`config.mk`:
```
export PLATFORM = sky130hd
export DESIGN_NAME = serial_addsub_flat
export DESIGN_NICKNAME = d
export VERILOG_FILES = /design/src/rtl/serial_addsub_if.sv /design/src/rtl/serial_addsub.sv /design/src/flat_wrapper.sv
export SDC_FILE = /design/constraint.sdc
export NUM_CORES = 1
export LEC_CHECK = 0
export CAP_MARGIN = 20
export CELL_PAD_IN_SITES_DETAIL_PLACEMENT = 0
export CELL_PAD_IN_SITES_GLOBAL_PLACEMENT = 1
export CORE_MARGIN = 1
export CORE_UTILIZATION = 39
export CTS_BUF_LIST = sky130_fd_sc_hd__clkbuf_8
export CTS_CLUSTER_SIZE = 24
export DETAILED_ROUTE_END_ITERATION = 10
export PLACE_DENSITY = 0.86
export SKIP_LAST_GASP = 1
export SYNTH_ARGS = -nofsm -noshare
export SYNTH_HDL_FRONTEND = slang
export SYNTH_SLANG_ARGS = --single-unit
```
`constraint.sdc`:
```
create_clock -name clk -period 2.6 [get_ports clk]
set_clock_uncertainty 0.1 [all_clocks]
set_input_delay 0.52 -clock clk [delete_from_list [all_inputs] [get_ports clk]]
set_output_delay 0.52 -clock clk [all_outputs]
set_load 0.01 [all_outputs]
```
`src/rtl/serial_addsub_if.sv`:
```
// Request/response bundle of the digit-serial add/subtract unit.
interface serial_addsub_if #(
  parameter int unsigned WIDTH = 8
);
  logic             start;
  logic             mode;
  logic [WIDTH-1:0] a;
  logic [WIDTH-1:0] b;
  logic             busy;
  logic             done;
  logic [WIDTH-1:0] result;
  logic             cout;
  logic             ovf;
  logic             zero;

  modport master (
    output start, mode, a, b,
    input  busy, done, result, cout, ovf, zero
  );

  modport slave (
    input  start, mode, a, b,
    output busy, done, result, cout, ovf, zero
  );
endinterface

```
`src/rtl/serial_addsub.sv`:
```
// Digit-serial add/subtract: DIGIT bits per clock through one reused cell slice
// and a registered carry/borrow flop; result and flags held until next completion.
module serial_addsub #(
  parameter int unsigned WIDTH = 8,
  parameter int unsigned DIGIT = 1
) (
  input logic           clk,
  input logic           rst_n,
  serial_addsub_if.slave bus
);
  localparam int unsigned K  = WIDTH / DIGIT;
  localparam int unsigned CW = (K > 1) ? $clog2(K) : 1;

  typedef enum logic [1:0] {IDLE, RUN, DONE} state_t;

  state_t           state_q, state_d;
  logic [WIDTH-1:0] a_q, a_d, b_q, b_d, res_q, res_d;
  logic             mode_q, mode_d, chain_q, chain_d;
  logic             a_msb_q, a_msb_d, b_msb_q, b_msb_d;
  logic [CW-1:0]    cnt_q, cnt_d;
  logic             busy_q, busy_d, done_q, done_d;
  logic [WIDTH-1:0] result_q, result_d;
  logic             cout_q, cout_d, ovf_q, ovf_d, zero_q, zero_d;

  logic [DIGIT-1:0] dig_c;
  logic             chain_c;
  logic [WIDTH-1:0] res_next_c;

  // One digit of ripple through DIGIT add or subtract cells.
  always_comb begin
    logic c, x, y;
    c     = chain_q;
    dig_c = '0;
    for (int i = 0; i < int'(DIGIT); i++) begin
      x        = a_q[i];
      y        = b_q[i];
      dig_c[i] = x ^ y ^ c;
      if (mode_q) c = (x & y) | ((x ^ y) & c);
      else        c = (~x & y) | (~(x ^ y) & c);
    end
    chain_c    = c;
    res_next_c = WIDTH'(res_q >> DIGIT) | (WIDTH'(dig_c) << (WIDTH - DIGIT));
  end

  always_comb begin
    state_d  = state_q;
    a_d      = a_q;
    b_d      = b_q;
    res_d    = res_q;
    mode_d   = mode_q;
    chain_d  = chain_q;
    a_msb_d  = a_msb_q;
    b_msb_d  = b_msb_q;
    cnt_d    = cnt_q;
    result_d = result_q;
    cout_d   = cout_q;
    ovf_d    = ovf_q;
    zero_d   = zero_q;
    case (state_q)
      IDLE, DONE: begin
        if (bus.start) begin
          a_d     = bus.a;
          b_d     = bus.b;
          mode_d  = bus.mode;
          a_msb_d = bus.a[WIDTH-1];
          b_msb_d = bus.b[WIDTH-1];
          chain_d = 1'b0;
          cnt_d   = '0;
          state_d = RUN;
        end else begin
          state_d = IDLE;
        end
      end
      RUN: begin
        a_d     = a_q >> DIGIT;
        b_d     = b_q >> DIGIT;
        res_d   = res_next_c;
        chain_d = chain_c;
        cnt_d   = cnt_q + CW'(1);
        if (cnt_q == CW'(K - 1)) begin
          state_d  = DONE;
          result_d = res_next_c;
          cout_d   = chain_c;
          zero_d   = (res_next_c == '0);
          // Overflow judged on the MSBs of the operands as captured.
          ovf_d    = mode_q ? ((a_msb_q == b_msb_q) && (res_next_c[WIDTH-1] != a_msb_q))
                            : ((a_msb_q != b_msb_q) && (res_next_c[WIDTH-1] != a_msb_q));
        end
      end
      default: state_d = IDLE;
    endcase
    busy_d = (state_d == RUN);
    done_d = (state_d == DONE);
  end

  always_ff @(posedge clk or negedge rst_n) begin
    if (!rst_n) begin
      state_q  <= IDLE;
      a_q      <= '0;
      b_q      <= '0;
      res_q    <= '0;
      mode_q   <= 1'b0;
      chain_q  <= 1'b0;
      a_msb_q  <= 1'b0;
      b_msb_q  <= 1'b0;
      cnt_q    <= '0;
      busy_q   <= 1'b0;
      done_q   <= 1'b0;
      result_q <= '0;
      cout_q   <= 1'b0;
      ovf_q    <= 1'b0;
      zero_q   <= 1'b0;
    end else begin
      state_q  <= state_d;
      a_q      <= a_d;
      b_q      <= b_d;
      res_q    <= res_d;
      mode_q   <= mode_d;
      chain_q  <= chain_d;
      a_msb_q  <= a_msb_d;
      b_msb_q  <= b_msb_d;
      cnt_q    <= cnt_d;
      busy_q   <= busy_d;
      done_q   <= done_d;
      result_q <= result_d;
      cout_q   <= cout_d;
      ovf_q    <= ovf_d;
      zero_q   <= zero_d;
    end
  end

  assign bus.busy   = busy_q;
  assign bus.done   = done_q;
  assign bus.result = result_q;
  assign bus.cout   = cout_q;
  assign bus.ovf    = ovf_q;
  assign bus.zero   = zero_q;
endmodule

```
`src/flat_wrapper.sv`:
```
// flat-port wrapper written by rule: the top's interface ports become plain ports
module serial_addsub_flat 
#(
  parameter int unsigned WIDTH = 8,
  parameter int unsigned DIGIT = 1
)
  (clk, rst_n, bus_start, bus_mode, bus_a, bus_b, bus_busy, bus_done, bus_result, bus_cout, bus_ovf, bus_zero);
  serial_addsub_if #(.WIDTH(WIDTH)) bus_i ();
  input logic clk;
  input logic rst_n;
  input wire logic [$bits(bus_i.start)-1:0] bus_start;
  input wire logic [$bits(bus_i.mode)-1:0] bus_mode;
  input wire logic [$bits(bus_i.a)-1:0] bus_a;
  input wire logic [$bits(bus_i.b)-1:0] bus_b;
  output wire logic [$bits(bus_i.busy)-1:0] bus_busy;
  output wire logic [$bits(bus_i.done)-1:0] bus_done;
  output wire logic [$bits(bus_i.result)-1:0] bus_result;
  output wire logic [$bits(bus_i.cout)-1:0] bus_cout;
  output wire logic [$bits(bus_i.ovf)-1:0] bus_ovf;
  output wire logic [$bits(bus_i.zero)-1:0] bus_zero;
  assign bus_i.start = bus_start;
  assign bus_i.mode = bus_mode;
  assign bus_i.a = bus_a;
  assign bus_i.b = bus_b;
  assign bus_busy = bus_i.busy;
  assign bus_done = bus_i.done;
  assign bus_result = bus_i.result;
  assign bus_cout = bus_i.cout;
  assign bus_ovf = bus_i.ovf;
  assign bus_zero = bus_i.zero;
  serial_addsub #(.WIDTH(WIDTH), .DIGIT(DIGIT)) u_core (.clk(clk), .rst_n(rst_n), .bus(bus_i));
endmodule
```
Yosys cells after proc, flatten, opt, wreduce, memory -nomap -nowiden
Index checks and enable logic that the tools add are counted.
- add/sub/neg operators: 1
- equal/unequal tests: 9
- mux-type cells: 13
- bitwise operators: 11
- reduce and logical (&&, ||, !) cells: 9
- operators by type and width (kind ; number):
    $pmux 8 s2 ; 2
    $mux 8 ; 2
    $logic_not 8->1 ; 1
    $or 7x8->8 ; 1
    $pmux 3 s2 ; 1
    $reduce_and 2->1 ; 3
    $and 1x1->1 ; 4
    $eq 2x1->1 const B ; 2
    $eq 2x2->1 const B ; 2
    $mux 1 ; 4
    $pmux 2 s2 ; 1
    $add 3x1->3 const B ; 1
    $eq 3x3->1 const B ; 1
    $mux 3 ; 1
    $logic_and 1x1->1 ; 2
    $logic_not 2->1 ; 1
    $mux 2 ; 1
    $ne 1x1->1 ; 2
    $ne 2x2->1 const B ; 1
    $not 1->1 ; 2
    $or 1x1->1 ; 2
    $pmux 1 s2 ; 1
    $reduce_bool 2->1 ; 1
    $reduce_or 2->1 ; 1
    2 further kinds ; 3
- register bits after elaboration: 46
- input bits: 20
- output and inout port bits: 13
- logic and storage cells: 58

Longest topological paths before layout
Gate-level depths: netlist of run 1.
- depth in word-level cells: 6
- depth in mapped cells: 6
- gate-level depth less buffers: 5

Worst setup path before layout of run 1
OpenSTA, ideal clock, no wires.
- kind: reg2reg
- start: register u_core.cnt_q[0]
- end: register u_core.result_q[5] (netlist: u_core.bus.result[5])
- setup time: 0.125 ns
- arrival time: 1.326 ns
- required time: 2.375 ns
- setup slack: 1.049 ns
- cell stages (with the launch flop): 6
- buffers on the path: 1
- period minus slack after synthesis: 1.551 ns
- cell sequence: dfrtp_1 ha_1 ha_1 nand3b_4 buf_6 mux2_4
- longest elaborated chain between the ends: 2
- RTL lines (element ; RTL line ; source):
    start, declared ; serial_addsub.sv:20 ; logic [CW-1:0] cnt_q, cnt_d;
    start signal, assigned ; serial_addsub.sv:122 ; cnt_q <= cnt_d;
    $eq 3x3->1 ; serial_addsub.sv:80 ; if (cnt_q == CW'(K - 1)) begin
    $reduce_and 2->1 (no line) ; n/a ;
    end signal, assigned ; serial_addsub.sv:125 ; result_q <= result_d;
    end, declared ; serial_addsub.sv:22 ; logic [WIDTH-1:0] result_q, result_d;
Every way passes these cells.
A chain may end at the register's enable or synchronous reset.

Worst setup path after layout of run 1
- start: register u_core.result_q[6] (netlist: u_core.bus.result[6])
- end: output port bus_result[6]
- RTL lines (element ; RTL line ; source):
    end, declared ; flat_wrapper.sv:17 ; output wire logic [$bits(bus_i.result)-1:0] bus_result;
No word-level cell between the ends.

==> results of run 1 <==
how the worst max path moves through the flow:
| stage | endpoint | slack [ns] | cells after the start |
|---|---|---|---|
| 6_report | bus_result[6] | 0.79 | 1 |
| 4_1_cts | bus_zero | 0.76 | 1 |
| 3_3_place_gp | u_core.b_q[4]$_DFFE_PN0P_ | 0.65 | 4 |
| 5_1_grt | u_core.bus.zero$_DFFE_PN0P_ | 0.69 | 5 |
| 2_1_floorplan | u_core.bus.result[5]$_DFFE_PN0P_ | 1.05 | 5 |
| 3_5_place_dp | u_core.b_q[2]$_DFFE_PN0P_ | 0.58 | 4 |
metal layers:
layer | vias to the layer above | track usage (%) | wire length, um
met4 | 0 | 6.54 | 41
met3 | 4 | 4.31 | 139
met1 | 647 | 19.7 | 1610
met2 | 31 | 26.6 | 1750
li1 | 685 | - | -
met5 | - | 0 | 0
area by class of cell:
cell class                 count  share of cell area [%]
clock buffer                   5                    2.87
clock inverter                 3                   0.573
inverter                       4                   0.625
multi-input combinational    128                    30.1
sequential                    45                    46.9
tap                           67                    3.49
timing repair buffer          39                    15.4
kinds of logic (layout without fill, tap and decap cells):
family,count (synthesis),count (layout),share of synthesized area [%]
and+or+nand+nor,88,88,19.6
AOI/OAI and AO/OA,26,26,8.67
DFF,45,45,58.7
buffers and inverters,14,51,3.65
xor gates and xnor gates,1,1,0.456
adders and majority gates,4,4,3.39
muxes,9,9,5.61
layout by cell type, fill, tap and decap left out, drive strengths merged, types with 2 or more instances in the layout:
cell,n
a22o,4
a31oi,14
buf,7
clkbuf,5
clkdlybuf4s50,31
clkinv,2
dfrtp,45
fa,2
ha,2
inv,5
mux2,8
nand2,62
nand2b,2
nor2,16
nor2b,4
nor4,2
o21ai,6
worst min-delay path, cell delays in order, from the launching register on:
cell	delay, ns
dfrtp_1	0.35
nand2_1	0.05
o21ai_0	0.06
timing repair:
item | 4_1_cts | 5_1_grt
hold buffers | 1 | 0
hold endpoints to repair | 11 | 0
resized for setup | 0 | 0
power by group through the flow:
stage               clock network, uW  logic [uW]  registers, uW
detailed placement                  0        1190           1270
global route                      449        1340           1300
finish                            414        1170           1250
global placement                    0        1150           1260
floorplan                           0         782           1250
CTS                               426        1190           1260
through the flow:
stage | hold slack, ns | utilization, % | power [uW] | cell area, um2
2_1_floorplan | 0.124 | - | 2040 | 1920
3_3_place_gp | 0.310 | 48.9 | 2400 | 2310
3_5_place_dp | 0.315 | 48.9 | 2460 | 2310
4_1_cts | 0.391 | 50.8 | 2880 | 2400
5_1_grt | 0.424 | 50.8 | 3080 | 2400
6_report | 0.388 | 50.8 | 2840 | 2400
flip-flops by register name, indices dropped and copies added, names as in the netlist:
name,cells
u_core.mode_q,1
u_core.bus.done,1
u_core.bus.result,8
u_core.bus.ovf,1
u_core.bus.zero,1
u_core.res_q,7
u_core.bus.busy,1
u_core.chain_q,1
u_core.a_msb_q,1
u_core.state_q,2
u_core.bus.cout,1
u_core.cnt_q,3
u_core.b_q,8
u_core.b_msb_q,1
u_core.a_q,8
==> key figures, run 1 <==
Run
  • Maxcap violations: 0

Worst setup path
  • Worst Setup End Kind: output port
  • Crit path max-delay cell type: clkdlybuf4s50_1
  • CP top delay family: buffers and inverters
  • Cell Chain, Critical Path: clkdlybuf4s50_1
  • Startpoint class of the critical path: register
  • Flop2flop setup slack: 0.89 ns
  • Reg-to-reg endpoint: u_core.bus.zero$_DFFE_PN0P_
  • Register-to-Register Path Depth: 5
  • WP data arrival: ~1.2 ns
  • CP required: 1.98 ns
  • R2r startpoint: u_core.b_q[0]$_DFFE_PN0P_
  • Kind of critical path: register to output port
  • Crit path launch: u_core.bus.result[6]$_DFFE_PN0P_
  • CP Max Fanout: 2
  • WP buf/inv: 1
  • Slowest stage delay, CP: 0.54 ns

Floorplanning
  • Rows: 25
  • Core ar.: 4720 um2
  • DIE HEIGHT: 72.2 um
  • Initial Util: between 40% and 50%
  • Die width: just over 70 um
  • Die area: around 5200 um2
  • Ports: 33

CTS
  • Clk sinks: 45
  • Clock-pin slew on the worst setup and hold paths: 0.08 ns
  • H-Tree Depth: 2
  • # Post-CTS Setup Buffers: 0
  • Number of buffers created by CTS: 5
  • Clock buffer depth: 2
  • TritonCTS clock tree: yes
  • Clock Root Buffer: clkbuf_8
  • Clock latency on the worst-skew pair: 0.30 ns

Logic synthesis
  • Synth Warn #: 0
  • Most instantiated cells after synthesis: 62 x nand2_1, 45 x dfrtp_1, 15 x nor2_1, 14 x a31oi_1
  • Mapped cell area: approximately 1900 um2
  • Top-count cell post-synth: nand2_1
  • Synth top area share: between 50% and 60%
  • Cells after Synth: 187
  • Top_reg_cell synth: dfrtp_1
  • Mapped Nets: approximately 210
  • Post-synth EDFFs: 0
  • Top cell type by total area after synthesis: dfrtp_1
  • Async set or reset register ratio after synthesis: 100%
  • Seq cells post-synth: between 40 and 50
  • Sequential area share after synthesis: between 50% and 60%
  • Synth cell types: 26
  • Top post-synthesis cells by area: dfrtp_1 59%, nand2_1 12%, a31oi_1 4.6%
  • Syn_area_per_cell: approximately 10 um2

Route
  • Vias per cell: between 4 and 5
  • DRC violations left: 0
  • DRT Pass-1 Iters: 4
  • Antenna viol nets, final: 0
  • DR WL/cell: roughly 12 um
  • Vias: approximately 1,400
  • Initial drt markers: around 100
  • Total routed wirelength: ~3500 um

Final layout
  • Antenna diode count: 0
  • Area of the multi-input gates: approximately 720 um2
  • Ratio of cells with drive above 1 in the final layout: a little over a tenth
  • Non-filler instance count after layout: 291
  • Layout area overhead: 25.1%
  • Register area: 1130 um2
  • Fill cell count: ~470
  • Nets@finish: between 200 and 250

Global routing
  • First-pass GRT wire length: between 6000 and 7000 um
  • Antenna violations before repair: 0
  • Vias in the first global route: approximately 1,400
  • GRT Util Overall: roughly 16%
  • Total grt overflow: 0
  • Largest net degree at the start of global routing: 34

STA
  • Final hold violations: 0
  • Fin worst setup slack: between 0.7 and 0.8 ns
  • Worst slew margin: a little over half
  • TNS Setup: 0 ns
  • Max-slew violation count: 0
  • Fin crit period: 1.81 ns
  • Final setup fails: 0
  • Final worst path period share: between 60 and 70%
  • F_max: ~550 MHz
  • RSZ-0062 raised after global routing: false
  • Slew of the pin with the lowest slew margin: a little over 0.7 ns

Min path
  • WHS Endpoint: u_core.bus.cout$_DFFE_PN0P_
  • Hold Crit Class: register to register
  • Hold_sp: u_core.bus.cout$_DFFE_PN0P_
  • Worst Hold Depth: 2

Run status
  • Status: finished, final reports clean

Power and ir drop
  • Leakage power: 0.00113 uW
  • Switching share of total power: 36.6%
  • Pwr Density: ~1200 nW/um2
  • Sequential Power Share: between 40% and 50%
  • Peak supply drop: about 0.47 mV
  • Pint: 1800 uW
  • Clock network fraction of design power: 14.6%
  • Comb pwr share: approximately two fifths
  • NetSw: 1040 uW

Placement
  • GPL Wtd Cong: between 0.7 and 0.8
  • IO buf count: 32
  • Placed cells: 282
  • DP HPWL: roughly 2600 um
  • Pre-CTS setup slack: roughly 0.58 ns
Note: power is estimated with default switching activity, not from simulation.
==> run 2: changes to the inputs <==
--- a/config.mk
+++ b/config.mk
@@ -9,11 +9,11 @@
 export CELL_PAD_IN_SITES_DETAIL_PLACEMENT = 0
 export CELL_PAD_IN_SITES_GLOBAL_PLACEMENT = 1
 export CORE_MARGIN = 1
-export CORE_UTILIZATION = 39
+export CORE_UTILIZATION = 38
 export CTS_BUF_LIST = sky130_fd_sc_hd__clkbuf_8
 export CTS_CLUSTER_SIZE = 24
 export DETAILED_ROUTE_END_ITERATION = 10
-export PLACE_DENSITY = 0.86
+export PLACE_DENSITY = 0.88
 export SKIP_LAST_GASP = 1
 export SYNTH_ARGS = -nofsm -noshare
 export SYNTH_HDL_FRONTEND = slang
==> constraint.sdc (replaced) <==
create_clock -name clk -period 1.5 [get_ports clk]
set_clock_uncertainty 0.1 [all_clocks]
set_input_delay 0.3 -clock clk [delete_from_list [all_inputs] [get_ports clk]]
set_output_delay 0.3 -clock clk [all_outputs]
set_load 0.01 [all_outputs]
==> run 2 against run 1 <==
Compared with the run above:
- highest routed layer unchanged
- die area is 2.6% higher
- sequential power is 75% higher
- combinational power is 110% higher
- design area is 7.5% higher
- via count is 6.9% higher
- the flow now finishes with violations (negative setup slack)
- core utilization is 3.1 points higher
- sequential cell count stayed put
- sequential share of layout area is 3.3 points lower
- critical path depth is 4 higher
- critical path type is now register to register
- non-clock buffer count is 12 higher
- wire length is 9.4% higher
==> key figures, run 2 (synthesis results as in run 1) <==
CTS
  • TritonCTS clock tree: yes
  • Number of buffers created by CTS: 5
  • H-Tree Depth: 2
  • Clk sinks: between 40 and 50
  • Clock-pin slew on the worst setup and hold paths: about 0.08 ns
  • Clock latency on the worst-skew pair: around 0.30 ns
  • Clock Root Buffer: clkbuf_8
  • Clock buffer depth: 2

Worst setup path
  • Worst Setup End Kind: register
  • CP required: roughly 1.6 ns
  • Kind of critical path: register to register
  • Crit path launch: u_core.chain_q$_DFFE_PN0P_
  • Flop2flop setup slack: -0.03 ns
  • Crit path max-delay cell type: fa_2
  • CP Max Fanout: 5
  • Cell Chain, Critical Path: inv_2, fa_2, nor2b_4, mux2i_1, o21ai_1
  • Slowest stage delay, CP: a little over 0.6 ns
  • WP data arrival: 1.66 ns
  • CP endpoint: u_core.bus.ovf$_DFFE_PN0P_
  • Register-to-Register Path Depth: 5
  • Startpoint class of the critical path: register
  • R2r startpoint: u_core.chain_q$_DFFE_PN0P_
  • Reg-to-reg endpoint: u_core.bus.ovf$_DFFE_PN0P_

Floorplanning
  • DIE HEIGHT: between 70 and 80 um
  • Core ar.: between 4000 and 5000 um2
  • Rows: 25
  • Ports: 33
  • Initial Util: 40.1%
  • Die area: roughly 5300 um2
  • Die width: approximately 73 um

Global routing
  • First-pass GRT wire length: around 6600 um
  • GRT Util Overall: 16.2%
  • Largest net degree at the start of global routing: 46
  • Vias in the first global route: ~1,500
  • Total grt overflow: 0
  • Antenna violations before repair: 0

Power and ir drop
  • Switching share of total power: a little under two fifths
  • Pint: 3350 uW
  • Total power: ~5300 uW
  • Comb pwr share: 45.0%
  • Sequential Power Share: 41.0%
  • Clock network fraction of design power: 14.0%
  • NetSw: 1980 uW
  • Leakage power: about 0.0013 uW
  • Pwr Density: roughly 2100 nW/um2
  • Peak supply drop: 0.691 mV

STA
  • Fin crit period: roughly 1.5 ns
  • Final worst path period share: 102%
  • Slew of the pin with the lowest slew margin: 0.343 ns
  • Final hold violations: 0
  • Max-slew violation count: 0
  • Fin worst setup slack: -0.0286 ns
  • TNS Setup: -0.0286 ns
  • RSZ-0062 raised after global routing: true
  • Worst slew margin: 77.1%
  • Final setup fails: 1
  • F_max: 654 MHz

Run status
  • Failing checks: negative setup slack
  • Status: complete, but fails checks

Route
  • Vias: ~1,500
  • Total routed wirelength: slightly below 4000 um
  • Vias per cell: ~4.8
  • DRT Pass-1 Iters: 4
  • DRC violations left: 0
  • DR WL/cell: roughly 13 um
  • Initial drt markers: 81
  • Antenna viol nets, final: 0

Final layout
  • Commonest non-fill, non-tap cells in the layout: 62 x nand2_1, 45 x dfrtp_1, 18 x clkdlybuf4s50_1, 16 x buf_4, 15 x nor2_1
  • Commonest non-fill, non-tap cell in the layout: nand2_1
  • Nets@finish: 260
  • Layout area overhead: 34.4%
  • Ratio of cells with drive above 1 in the final layout: 19.8%
  • Antenna diode count: 0

Placement
  • DP HPWL: ~2600 um
  • IO buf count: 32
  • GPL Wtd Cong: roughly 0.8
  • Pre-CTS setup slack: -0.105 ns

Run
  • Maxcap violations: 0

Min path
  • Hold Crit Class: register to register
run 2: cell types whose count changed in the layout (fill, tap and decap cells not counted), sizes merged:
cell,change
clkinvlp,+1
clkdlybuf4s50,-13
nand3b,+1
inv,-1
dlygate4sd2,+13
buf,+12
run 2: layout make-up:
type                            instances  area (um2)
Clock buffer                            5        68.8
Clock inverter                          3        17.5
Fill cell                             445        2210
Inverter                                4        15.0
Multi-Input combinational cell        129         800
Sequential cell                        45        1130
Tap cell                               67        83.8
Timing Repair Buffer                   51         469
run 2: through the flow:
| stage | area (um2) | cells | utilization, % | hold WS, ns |
|---|---|---|---|---|
| after CTS | 2520 | 303 | 52.7 | 0.391 |
| after detailed placement | 2410 | 291 | 50.3 | 0.203 |
| final | 2580 | 304 | 53.9 | 0.382 |
| after global placement | 2410 | 291 | 50.3 | 0.199 |
| after floorplan | 1920 | 187 | - | -0.0956 |
| after global routing | 2580 | 304 | 53.9 | 0.429 |
run 2: how the worst min path moves through the flow:
stage | depth (start not counted) | end | startpoint
finish | 2 | u_core.bus.ovf$_DFFE_PN0P_ | u_core.bus.ovf$_DFFE_PN0P_
global route | 3 | u_core.bus.done$_DFF_PN0_ | rst_n
CTS | 2 | u_core.bus.ovf$_DFFE_PN0P_ | u_core.bus.ovf$_DFFE_PN0P_
detailed placement | 2 | u_core.bus.done$_DFF_PN0_ | rst_n
global placement | 2 | u_core.bus.zero$_DFFE_PN0P_ | rst_n
floorplan | 0 | u_core.a_msb_q$_DFFE_PN0P_ | rst_n
run 2: power by group through the flow:
stage | clock network (uW) | logic (uW) | registers (uW)
after floorplan | 0 | 1360 | 2180
after global placement | 0 | 2220 | 2150
after detailed placement | 0 | 2310 | 2170
after CTS | 765 | 2260 | 2160
after global routing | 830 | 2650 | 2260
final | 747 | 2400 | 2190
run 2: critical path: cells and delay by family, from the launching register on:
family,cells,cell delay (ns)
adder cells (fa/ha/maj),1,0.62
flip-flops,1,0.38
AND/OR/NAND/NOR,1,0.15
AO/OA/AOI/OAI,1,0.11
multiplexers,1,0.06
buffers and inverters,1,0.05
run 2: repair_timing:
item | in CTS | in global routing
endpoints found under the hold margin | 45 | 0
cloned | 1 | 0
gates resized for setup | 16 | 13
buffers inserted | 2 | 1
pin swaps | 1 | 3
hold buffers | 1 | 0
setup endpoints to repair | 24 | 23
run 2: layer usage:
metal,up-vias,part of all wire (%),global-route usage [%]
met5,-,0,0
met4,0,0.65,5.23
li1,715,-,-
met1,704,47,20.4
met3,4,3.9,4.14
met2,38,49,27.3
==> run 3: changes to the inputs <==
--- a/config.mk
+++ b/config.mk
@@ -8,7 +8,7 @@
 export CAP_MARGIN = 20
 export CELL_PAD_IN_SITES_DETAIL_PLACEMENT = 0
 export CELL_PAD_IN_SITES_GLOBAL_PLACEMENT = 1
-export CORE_MARGIN = 1
+export CORE_MARGIN = 2
 export CORE_UTILIZATION = 38
 export CTS_BUF_LIST = sky130_fd_sc_hd__clkbuf_8
 export CTS_CLUSTER_SIZE = 24
==> run 3 against run 2 <==
Compared with the run above:
- the flow still finishes with violations (negative setup slack)
- die area increased by 5.5%
- global-route usage shrank 1.1 points
- clock power increased by 24%
- critical path type unchanged
- sequential cell count did not move
- clock-buffer cell count grew 1
- design area did not move
- hold slack is essentially flat
- power grew 0.91%
- register-to-register slack barely moved
- wire length down 5.3%
==> key figures, run 3 (synthesis results as in run 1) <==
Run status
  • Failing checks: negative setup slack
  • Status: complete, but fails checks

Worst setup path
  • WP buf/inv: 1
  • Worst Setup End Kind: register
  • CP required: around 1.6 ns
  • Crit path max-delay cell type: fa_2
  • Kind of critical path: register to register
  • CP Max Fanout: 5
  • Crit path launch: u_core.chain_q$_DFFE_PN0P_
  • Cell Chain, Critical Path: inv_2, fa_2, nor2b_1, mux2i_1, o21ai_1
  • Startpoint class of the critical path: register
  • CP top delay family: adder cells
  • WP data arrival: ~1.7 ns
  • Slowest stage delay, CP: approximately 0.62 ns
  • Flop2flop setup slack: -0.02 ns
  • R2r startpoint: u_core.chain_q$_DFFE_PN0P_
  • Register-to-Register Path Depth: 5
  • Reg-to-reg endpoint: u_core.bus.ovf$_DFFE_PN0P_

Final layout
  • Ratio of cells with drive above 1 in the final layout: between 10% and 20%
  • Fill cell count: ~420
  • Commonest non-fill, non-tap cells in the layout: 62 x nand2_1, 45 x dfrtp_1, 18 x clkdlybuf4s50_1, 15 x nor2_1
  • Layout area overhead: 34.4%
  • Nets@finish: between 200 and 300
  • Antenna diode count: 0
  • Commonest non-fill, non-tap cell in the layout: nand2_1

CTS
  • TritonCTS clock tree: yes
  • H-Tree Depth: 2
  • Clock latency on the worst-skew pair: about 0.3 ns
  • Number of buffers created by CTS: 5
  • Clock-pin slew on the worst setup and hold paths: ~0.08 ns
  • Clock Root Buffer: clkbuf_8
  • Clock buffer depth: 2
  • Clk sinks: 45

Global routing
  • GR peak layer: met2
  • Antenna violations before repair: 0
  • Largest net degree at the start of global routing: between 40 and 50
  • GRT Util Overall: approximately 15%
  • Met3 global-route usage: under 10%
  • First-pass GRT wire length: around 6400 um
  • Vias in the first global route: between 1,000 and 1,500
  • Routing usage on met2: approximately 24%
  • Met1 usage: between 10% and 20%
  • Total grt overflow: 0

STA
  • Max-slew violation count: 0
  • Slew of the pin with the lowest slew margin: ~0.34 ns
  • Final hold violations: 0
  • TNS Setup: -0.0376 ns
  • Fin worst setup slack: -0.0222 ns
  • F_max: 657 MHz
  • Final setup fails: 2
  • Final worst path period share: 101%
  • WHS: around 0.38 ns
  • RSZ-0062 raised after global routing: true
  • Fin crit period: 1.52 ns
  • Worst slew margin: ~77%

Power and ir drop
  • NetSw: 1890 uW
  • Peak supply drop: 0.800 mV
  • Sequential Power Share: about two fifths
  • Comb pwr share: between 40% and 50%
  • Clock network fraction of design power: about 17%
  • Pwr Density: between 2000 and 2500 nW/um2
  • Leakage power: 0.00125 uW
  • Switching share of total power: a little over a third
  • Pint: 3490 uW

Floorplanning
  • Die area: ~5600 um2
  • Core ar.: approximately 4800 um2
  • Rows: 25
  • Initial Util: 40.1%
  • DIE HEIGHT: about 75 um
  • Ports: 33
  • Die width: around 75 um

Run
  • Maxcap violations: 0

Min path
  • Hold_sp: u_core.bus.ovf$_DFFE_PN0P_
  • WHS Endpoint: u_core.bus.ovf$_DFFE_PN0P_
  • Worst Hold Depth: 2
  • Hold Crit Class: register to register

Route
  • Antenna viol nets, final: 0
  • Total routed wirelength: between 3000 and 4000 um
  • DRC violations left: 0
  • DR WL/cell: ~12 um
  • DRT Pass-1 Iters: 4
  • Vias per cell: between 4 and 5
  • Vias: 1,420
  • Initial drt markers: a little under 80

Placement
  • IO buf count: 32
  • DP HPWL: 2500 um
  • GPL Wtd Cong: between 0.7 and 0.8
## run 3: changes by cell type in the layout (fill, tap and decap cells not counted), sizes merged
| cell | delta |
|---|---|
| clkinvlp | -1 |
| clkinv | -2 |
| buf | -1 |
| clkbuf | +1 |
| inv | +1 |
| bufinv | +1 |
## run 3: repair_timing
action | 4_1_cts | 5_1_grt
gates resized for setup | 15 | 3
cloned | 1 | 0
endpoints found under the hold margin | 45 | 0
hold buffers | 1 | 0
buffers inserted | 1 | 2
pin swaps | 0 | 2
setup endpoints to repair | 24 | 11
## run 3: cell type report
class	count	area, um2	share of cell area, %
Clock buffer	6	82.6	3.20
Clock inverter	2	33.8	1.31
Inverter	4	15.0	0.582
Multi-Input combinational cell	129	764	29.6
Sequential cell	45	1130	43.6
Tap cell	67	83.8	3.25
Timing Repair Buffer	50	474	18.4
## run 3: power by group through the flow
stage	clock (uW)	combinational, uW	sequential, uW
after floorplan	0	1360	2180
after global placement	0	2260	2150
after detailed placement	0	2330	2160
after CTS	963	2280	2150
after global routing	1000	2610	2240
final	928	2300	2150
## run 3: worst max-delay path by stage
stage | end | slack, ns | cells after the start
floorplan | u_core.bus.ovf$_DFFE_PN0P_ | 0.003 | 5
global placement | u_core.cnt_q[1]$_DFFE_PN0P_ | -0.06 | 5
detailed placement | u_core.cnt_q[2]$_DFFE_PN0P_ | -0.09 | 5
CTS | u_core.bus.zero$_DFFE_PN0P_ | -0.04 | 5
global route | u_core.bus.zero$_DFFE_PN0P_ | -0.13 | 5
finish | u_core.bus.ovf$_DFFE_PN0P_ | -0.02 | 5
## run 3: metal layers
| metal | share of wire, % | up-vias |
|---|---|---|
| li1 | - | 714 |
| met1 | 47 | 665 |
| met2 | 47 | 35 |
| met3 | 4.2 | 6 |
| met4 | 1.7 | 0 |
| met5 | 0 | - |
## run 3: through the flow
| step | worst slack [ns] | power [uW] | cells | cell area, um2 | util (%) |
|---|---|---|---|---|---|
| 5_1_grt | -0.131 | 5850 | 303 | 2580 | 53.9 |
| 6_report | -0.0222 | 5380 | 303 | 2580 | 53.9 |
| 3_5_place_dp | -0.0943 | 4500 | 290 | 2410 | 50.4 |
| 4_1_cts | -0.0387 | 5390 | 301 | 2550 | 53.3 |
| 3_3_place_gp | -0.0583 | 4410 | 290 | 2410 | 50.4 |
| 2_1_floorplan | 0.00274 | 3540 | 187 | 1920 | - |
## run 3: worst min-delay path, delay by kind of cell (launching register included)
kind            cells  cell delay (ns)
flops               1             0.35
compound gates      1             0.06
simple gates        1             0.05
